**src/rtl/uart_mmio_ctrl.sv**
```systemverilog
// Purpose: memory-mapped UART controller; CPU pushes TX bytes and polls/pops RX bytes.
// Latency: reads return in dout one cycle after re && !stall; pushes/pops land on that same edge.
// Backpressure: TX drains on uart_din_ready; full TX drops the byte (tx_drop); full RX drops (rx_ovf).
//
// Ports:
//   clk, rst                      CPU clock, asynchronous active-high reset
//   addr, we, re, din, stall      CPU data-memory bus; nothing commits while stall is high
//   dout                          registered read data
//   uart_din, uart_din_valid      TX byte to the UART core, qualified by uart_din_ready
//   uart_dout, uart_dout_valid    RX byte from the UART core, accepted while uart_dout_ready
// Optional feature: define UART_MMIO_CYCLE_COUNTER_EN for the cycle counter at 0x80000010.

// Small circular-buffer FIFO; head is visible combinationally, full pushes and empty pops are ignored.
// Latency: a push is visible at the head on the edge after it is accepted.
// Backpressure: none internally; callers read cnt to decide flow control.
module uart_mmio_fifo #(
    parameter int DEPTH = 8,
    parameter int W     = 8
) (
    input  logic                    clk,
    input  logic                    rst,
    input  logic                    push,
    input  logic [W-1:0]            push_dat,
    input  logic                    pop,
    output logic [W-1:0]            head_dat,
    output logic [$clog2(DEPTH):0]  cnt
);
    localparam int AW = $clog2(DEPTH);
    localparam logic [AW:0] FULL_CNT = (AW+1)'(DEPTH);

    logic [W-1:0]  mem [DEPTH];
    logic [AW-1:0] wr_ptr;
    logic [AW-1:0] rd_ptr;
    logic          push_ok;
    logic          pop_ok;

    // Full/empty come from the pre-edge count, so a push into a full FIFO is
    // rejected even when a pop frees a slot on the same edge.
    assign push_ok  = push && (cnt != FULL_CNT);
    assign pop_ok   = pop && (cnt != '0);
    assign head_dat = mem[rd_ptr];

    always_ff @(posedge clk or posedge rst) begin
        if (rst) begin
            wr_ptr <= '0;
            rd_ptr <= '0;
            cnt    <= '0;
        end else begin
            if (push_ok) wr_ptr <= wr_ptr + 1'b1;
            if (pop_ok)  rd_ptr <= rd_ptr + 1'b1;
            case ({push_ok, pop_ok})
                2'b10:   cnt <= cnt + 1'b1;
                2'b01:   cnt <= cnt - 1'b1;
                default: cnt <= cnt;
            endcase
        end
    end

    always_ff @(posedge clk) begin
        if (push_ok) mem[wr_ptr] <= push_dat;
    end
endmodule

module uart_mmio_ctrl #(
    parameter int TX_DEPTH = 8,
    parameter int RX_DEPTH = 8
) (
    input  logic        clk,
    input  logic        rst,
    input  logic [31:0] addr,
    input  logic [3:0]  we,
    input  logic        re,
    input  logic [31:0] din,
    input  logic        stall,
    output logic [31:0] dout,
    output logic [7:0]  uart_din,
    output logic        uart_din_valid,
    input  logic        uart_din_ready,
    input  logic [7:0]  uart_dout,
    input  logic        uart_dout_valid,
    output logic        uart_dout_ready
);
    localparam int TAW = $clog2(TX_DEPTH);
    localparam int RAW = $clog2(RX_DEPTH);
    localparam logic [TAW:0] TX_FULL_CNT = (TAW+1)'(TX_DEPTH);
    localparam logic [RAW:0] RX_FULL_CNT = (RAW+1)'(RX_DEPTH);

    localparam logic [4:0] OFF_RX_CTRL = 5'h00;
    localparam logic [4:0] OFF_RX_DATA = 5'h04;
    localparam logic [4:0] OFF_TX_CTRL = 5'h08;
    localparam logic [4:0] OFF_TX_DATA = 5'h0C;
    localparam logic [4:0] OFF_CYCLE   = 5'h10;

    logic         sel;
    logic         rd_any;
    logic         rd_sel;
    logic         wr_sel;
    logic [4:0]   off;
    logic [TAW:0] tx_cnt;
    logic [RAW:0] rx_cnt;
    logic [7:0]   tx_head;
    logic [7:0]   rx_head;
    logic         tx_full;
    logic         rx_full;
    logic         rx_nonempty;
    logic         tx_wr;
    logic         tx_pop;
    logic         rx_push;
    logic         rx_pop;
    logic         rx_ovf;
    logic         tx_drop;
    logic [31:0]  rdata;
    logic         unused_din;

    assign sel    = (addr[31:28] == 4'h8) && (addr[27:5] == '0);
    assign off    = addr[4:0];
    assign rd_any = re && !stall;
    assign rd_sel = rd_any && sel;
    assign wr_sel = sel && (|we) && !stall;

    assign tx_full     = (tx_cnt == TX_FULL_CNT);
    assign rx_full     = (rx_cnt == RX_FULL_CNT);
    assign rx_nonempty = (rx_cnt != '0);

    // Only byte lane 0 carries TX data.
    assign tx_wr  = wr_sel && (off == OFF_TX_DATA) && we[0];
    assign rx_pop = rd_sel && (off == OFF_RX_DATA) && rx_nonempty;

    assign uart_dout_ready = ~rst;
    assign rx_push         = uart_dout_valid && uart_dout_ready;
    assign uart_din_valid  = (tx_cnt != '0);
    assign uart_din        = uart_din_valid ? tx_head : 8'h00;
    assign tx_pop          = uart_din_valid && uart_din_ready;

    assign unused_din = ^din[31:8];

    uart_mmio_fifo #(.DEPTH(TX_DEPTH), .W(8)) u_tx_fifo (
        .clk      (clk),
        .rst      (rst),
        .push     (tx_wr),
        .push_dat (din[7:0]),
        .pop      (tx_pop),
        .head_dat (tx_head),
        .cnt      (tx_cnt)
    );

    uart_mmio_fifo #(.DEPTH(RX_DEPTH), .W(8)) u_rx_fifo (
        .clk      (clk),
        .rst      (rst),
        .push     (rx_push),
        .push_dat (uart_dout),
        .pop      (rx_pop),
        .head_dat (rx_head),
        .cnt      (rx_cnt)
    );

    // Sticky error flags: a drop on the same edge as a clearing write wins,
    // so a lost byte is never silently hidden.
    always_ff @(posedge clk or posedge rst) begin
        if (rst) begin
            rx_ovf  <= 1'b0;
            tx_drop <= 1'b0;
        end else begin
            if (rx_push && rx_full)
                rx_ovf <= 1'b1;
            else if (wr_sel && (off == OFF_RX_CTRL))
                rx_ovf <= 1'b0;
            if (tx_wr && tx_full)
                tx_drop <= 1'b1;
            else if (wr_sel && (off == OFF_TX_CTRL))
                tx_drop <= 1'b0;
        end
    end

`ifdef UART_MMIO_CYCLE_COUNTER_EN
    logic [31:0] cycle_cnt;

    always_ff @(posedge clk or posedge rst) begin
        if (rst)
            cycle_cnt <= '0;
        else if (wr_sel && (off == OFF_CYCLE))
            cycle_cnt <= '0;
        else
            cycle_cnt <= cycle_cnt + 32'd1;
    end
`endif

    always_comb begin
        rdata = 32'h0;
        if (sel) begin
            case (off)
                OFF_RX_CTRL: rdata = {30'h0, rx_ovf, rx_nonempty};
                OFF_RX_DATA: rdata = rx_nonempty ? {24'h0, rx_head} : 32'h0;
                OFF_TX_CTRL: rdata = {30'h0, tx_drop, ~tx_full};
`ifdef UART_MMIO_CYCLE_COUNTER_EN
                OFF_CYCLE:   rdata = cycle_cnt;
`endif
                default:     rdata = 32'h0;
            endcase
        end
    end

    // Unselected reads still load 0; dout holds whenever no read commits.
    always_ff @(posedge clk or posedge rst) begin
        if (rst)
            dout <= 32'h0;
        else if (rd_any)
            dout <= rdata;
    end
endmodule

```
**config.mk**
```make
export PLATFORM = sky130hd
export DESIGN_NAME = uart_mmio_ctrl
export DESIGN_NICKNAME = d
export VERILOG_FILES = /design/src/rtl/uart_mmio_ctrl.sv
export SDC_FILE = /design/constraint.sdc
export NUM_CORES = 1
export LEC_CHECK = 0
export ABC_AREA = 1
export CAP_MARGIN = 20
export CORE_MARGIN = 2
export CORE_UTILIZATION = 40
export CTS_CLUSTER_SIZE = 40
export DETAILED_ROUTE_END_ITERATION = 7
export HOLD_SLACK_MARGIN = 0.08
export PLACE_DENSITY = 0.73
export SLEW_MARGIN = 20
export SYNTH_ARGS = -nofsm -noshare
export SYNTH_HDL_FRONTEND = slang
export SYNTH_SLANG_ARGS = --single-unit
```
**constraint.sdc**
```tcl
create_clock -name clk -period 2.8 [get_ports clk]
set_input_delay 0.7 -clock clk [delete_from_list [all_inputs] [get_ports clk]]
set_output_delay 0.7 -clock clk [all_outputs]
set_load 0.01 [all_outputs]
```
==> summary.md <==
| Metric | Value |
|---|---|
| Final #Nets | 892 |
| Final hold violations | 0 |
| NetSw | 2.13 mW |
| Fin. max-slew vios | 0 |
| Syn avg cell area | 10.7 µm² |
| Fin cells | 1036 |
| FF/Latch Area | 4600 µm² |
| Area contributors post-synth | edfxtp_1 (54%), dfrtp_1 (11%), nor2_1 (7.2%) |
| Internal Power | 4.81 mW |
| Minimum clock period | 2.63 ns |
| Crit path max fanout | 7 |
| Sw Ratio | 30.7% |
| Critical Path RT | 2.10 ns |
| Slowest cell on crit path | dfrtp_2 |
| Routed Antenna Nets | 0 |
| Max stage delay on crit path | 0.46 ns |
| Worst-path cell chain | buf_6 > buf_12 > o21ai_0 > o21ai_0 > o21ai_0 > nor2_1 > dlygate4sd2_1 |
| CP endpoint kind | primary output |
| Combinational power share | 26.7% |
| Power Density | 764 nW/µm² |
| Min-delay src | dout[3]$_DFFE_PP0P_ |
| Hold EP | dout[3]$_DFFE_PP0P_ |
| FF-to-FF End | u_rx_fifo.cnt[3]$_DFFE_PP0P_ |
| CORE AREA | 17400 µm² |
| R2R cell count | 13 |
| Initial antenna violation count | 0 |
| Final setup viols | 0 |
| Drt pass-1 iters | 5 |
| Synth top area share | 53.8% |
| HPWL Detailed | 9.91 mm |
| Max_cap viols | 0 |
| Yosys warns | 0 |
| Flop pwr share | 41.0% |
| Post-layout util | 52.3% |
| Initial DRC Count | 436 |
| Worst reg2reg startpoint | u_rx_fifo.cnt[0]$_DFFE_PP0P_ |
| Post-CTS Hold Fix Bufs | 0 |
| Worst slew margin | 60.9% |
| Yosys reg bits | 158 |
| Critical Path Start Type | flip-flop |
| GPL Wtd Cong | 0.754 |
| WL final | 15.4 mm |
| Clock sink total | 158 |
| Total congestion overflow | 0 |
| CP delay by family, top | buffers and inverters |
| Leak | 3.59 nW |
| Routed wire per std cell | 14.9 µm |
| Num CTS Buffers | 17 |
| Antenna Cells | 0 |
| Synth area leader | edfxtp_1 |
| Placed insts | 998 |
| Worst hold slack | 0.478 ns |
| VDD IR max | 515 µV |
| DR DRC count | 0 |
| Root buf cell | clkbuf_16 |
| Most frequent cell on the critical path | o21ai_0 |
| R2R setup slack | 0.49 ns |
| Clock Latency Late Sink | 0.42 ns |
| Fin crit share | 93.8% |
| Layout Skew | 0.00800 ns |
| Fmax | 381 MHz |
| Post-layout power | 6.93 mW |
| Vias in the first global route | 4869 |
| Area of the multi-input gates | 2180 µm² |
| Crit path DAT | 1.93 ns |
| Register area share after synthesis | 64.3% |
| Largest net degree at the start of global routing | 35 |
| Cell Area, Synth | 7150 µm² |
| Die width | 138 µm |
| Status | completed |
| Htree depth | 4 |
| Unique cell type count in the Yosys netlist | 35 |
| Worst-margin pin slew | 0.586 ns |
| I/O pin total | 124 |
| WS Path Type | reg2out |
| FILL cells | 1486 |
| Initial Util | 41.2% |
| Die area | 19000 µm² |
| Worst path bufs/invs | 3 |
| DR vias | 5059 |
| FP Rows | 48 |
| Area Growth Syn to Fin | 26.9% |
| IO buf count | 75 |
| Clock share of power | 32.4% |
| Longest Clk Path Bufs | 2 |
| Die Y-Extent | 138 µm |
| Hold Path Stages | 2 |
| CTS clk-pin slew, worst paths | 0.07 ns |
| First-pass GRT wire length | 24.1 mm |
| CTS tree | built |
| Share of cells above drive strength 1 | 14.5% |
| Worst hold path class | reg2reg |
| Via-to-Cell Ratio | 4.88 |
| Synth Instances | 671 |
| Total track usage | 17.0% |
## layer usage
layer	track usage, %	wire, µm
met3	4.34	738
met1	19.3	6250
met4	4.35	215
met5	0	0
met2	31.5	8250
## synth_stat cells
master,n
nand3_2,3
nand4_1,6
o22ai_1,13
nand2_2,1
mux2_1,1
or2_1,1
o211ai_1,1
clkinv_1,2
xnor2_1,4
o32ai_1,8
dfrtp_1,30
clkbuf_1,2
conb_1,1
buf_4,24
buf_2,18
nor3_1,8
buf_6,1
a21oi_1,5
nand3_1,16
nor2_4,3
nor2_2,7
ha_1,10
nor2_8,1
inv_1,45
edfxtp_1,128
nor3_2,2
nor3_4,1
o21ai_1,30
nand4_2,1
o21ai_0,53
fa_1,1
nand2_1,94
inv_2,7
xor2_1,6
nor2_1,137
## cells in the final DEF, fill, tap and decap left out, types with 7 or more instances in the layout
cell type / n
nand2_1: 94
dfrtp_1: 29
edfxtp_1: 128
inv_2: 7
ha_1: 9
o21ai_1: 36
o22ai_1: 13
clkbuf_16: 17
nand3_1: 16
buf_4: 49
inv_1: 44
nor3_1: 8
conb_1: 24
nor2_1: 136
o21ai_0: 47
o32ai_1: 7
clkdlybuf4s50_1: 67
## worst reg2reg max path, delay by kind of cell, from the launching register on
family                   cells  cell delay, ns
AO/OA/AOI/OAI                3            0.39
buffers and inverters        1            0.09
flip-flops                   1            0.43
XOR/XNOR                     1            0.14
AND/OR/NAND/NOR              6            0.62
adder cells (fa/ha/maj)      2            0.52
## worst max path at each step
| stage | from | end | slack [ns] | cells past startpoint |
|---|---|---|---|---|
| 2_1_floorplan | addr[12] | u_rx_fifo.cnt[3]$_DFFE_PP0P_ | 0.29 | 14 |
| 6_report | u_tx_fifo.rd_ptr[0]$_DFFE_PP0P_ | uart_din[4] | 0.17 | 7 |
| 5_1_grt | addr[18] | u_rx_fifo.cnt[3]$_DFFE_PP0P_ | -0.001 | 15 |
| 3_3_place_gp | addr[18] | u_rx_fifo.cnt[3]$_DFFE_PP0P_ | -0.23 | 15 |
| 3_5_place_dp | addr[20] | u_rx_fifo.cnt[3]$_DFFE_PP0P_ | -0.30 | 15 |
| 4_1_cts | u_tx_fifo.rd_ptr[0]$_DFFE_PP0P_ | uart_din[0] | -0.05 | 6 |
## power groups by stage
stage,Clock [mW],Combinational [mW],Sequential (mW)
finish,2.24,1.85,2.84
floorplan,0,1.06,2.85
global placement,0,1.69,2.87
detailed placement,0,1.73,2.87
global route,2.38,2.06,2.86
CTS,2.27,1.83,2.84
## cell families after synthesis
kind of cell             synth area share (%)
AND/OR/NAND/NOR                          17.0
flip-flops                               64.3
AO/OA/AOI/OAI                            8.39
buffers and inverters                    6.88
adder cells (fa/ha/maj)                  2.03
XOR/XNOR                                 1.23
other                                  0.0525
multiplexers                            0.158
## registers in the layout, indices dropped and copies added (netlist names)
name / cells
dout: 8
u_rx_fifo.rd_ptr: 3
u_tx_fifo.wr_ptr: 3
u_tx_fifo.rd_ptr: 3
u_rx_fifo.wr_ptr: 3
u_tx_fifo.cnt: 4
tx_drop: 1
rx_ovf: 1
u_tx_fifo.mem: 64
u_rx_fifo.cnt: 4
u_rx_fifo.mem: 64
## timing repair
action	in CTS	in global routing
setup endpoints to repair	8	6
resized for setup	9	17
gates cloned	1	0
buffers inserted	6	0
## cell type report
class	instances	share of cell area, %
multi-input cells	437	24.0
well taps	225	3.10
clock inverters	14	1.63
repair buffers	131	13.7
flip-flops and latches	158	50.7
clock buffers	17	4.69
inverters	54	2.26
## per-stage QoR
stage                     setup slack (ns)  area (µm²)   TNS, ns
after global placement              -0.227        8370    -0.446
after CTS                          -0.0538        9020    -0.194
after global routing              -0.00129        9070  -0.00129
final                                0.174        9070         0
after floorplan                      0.286        7230         0
after detailed placement            -0.299        8370    -0.747
(Power assumes the default switching activity.)
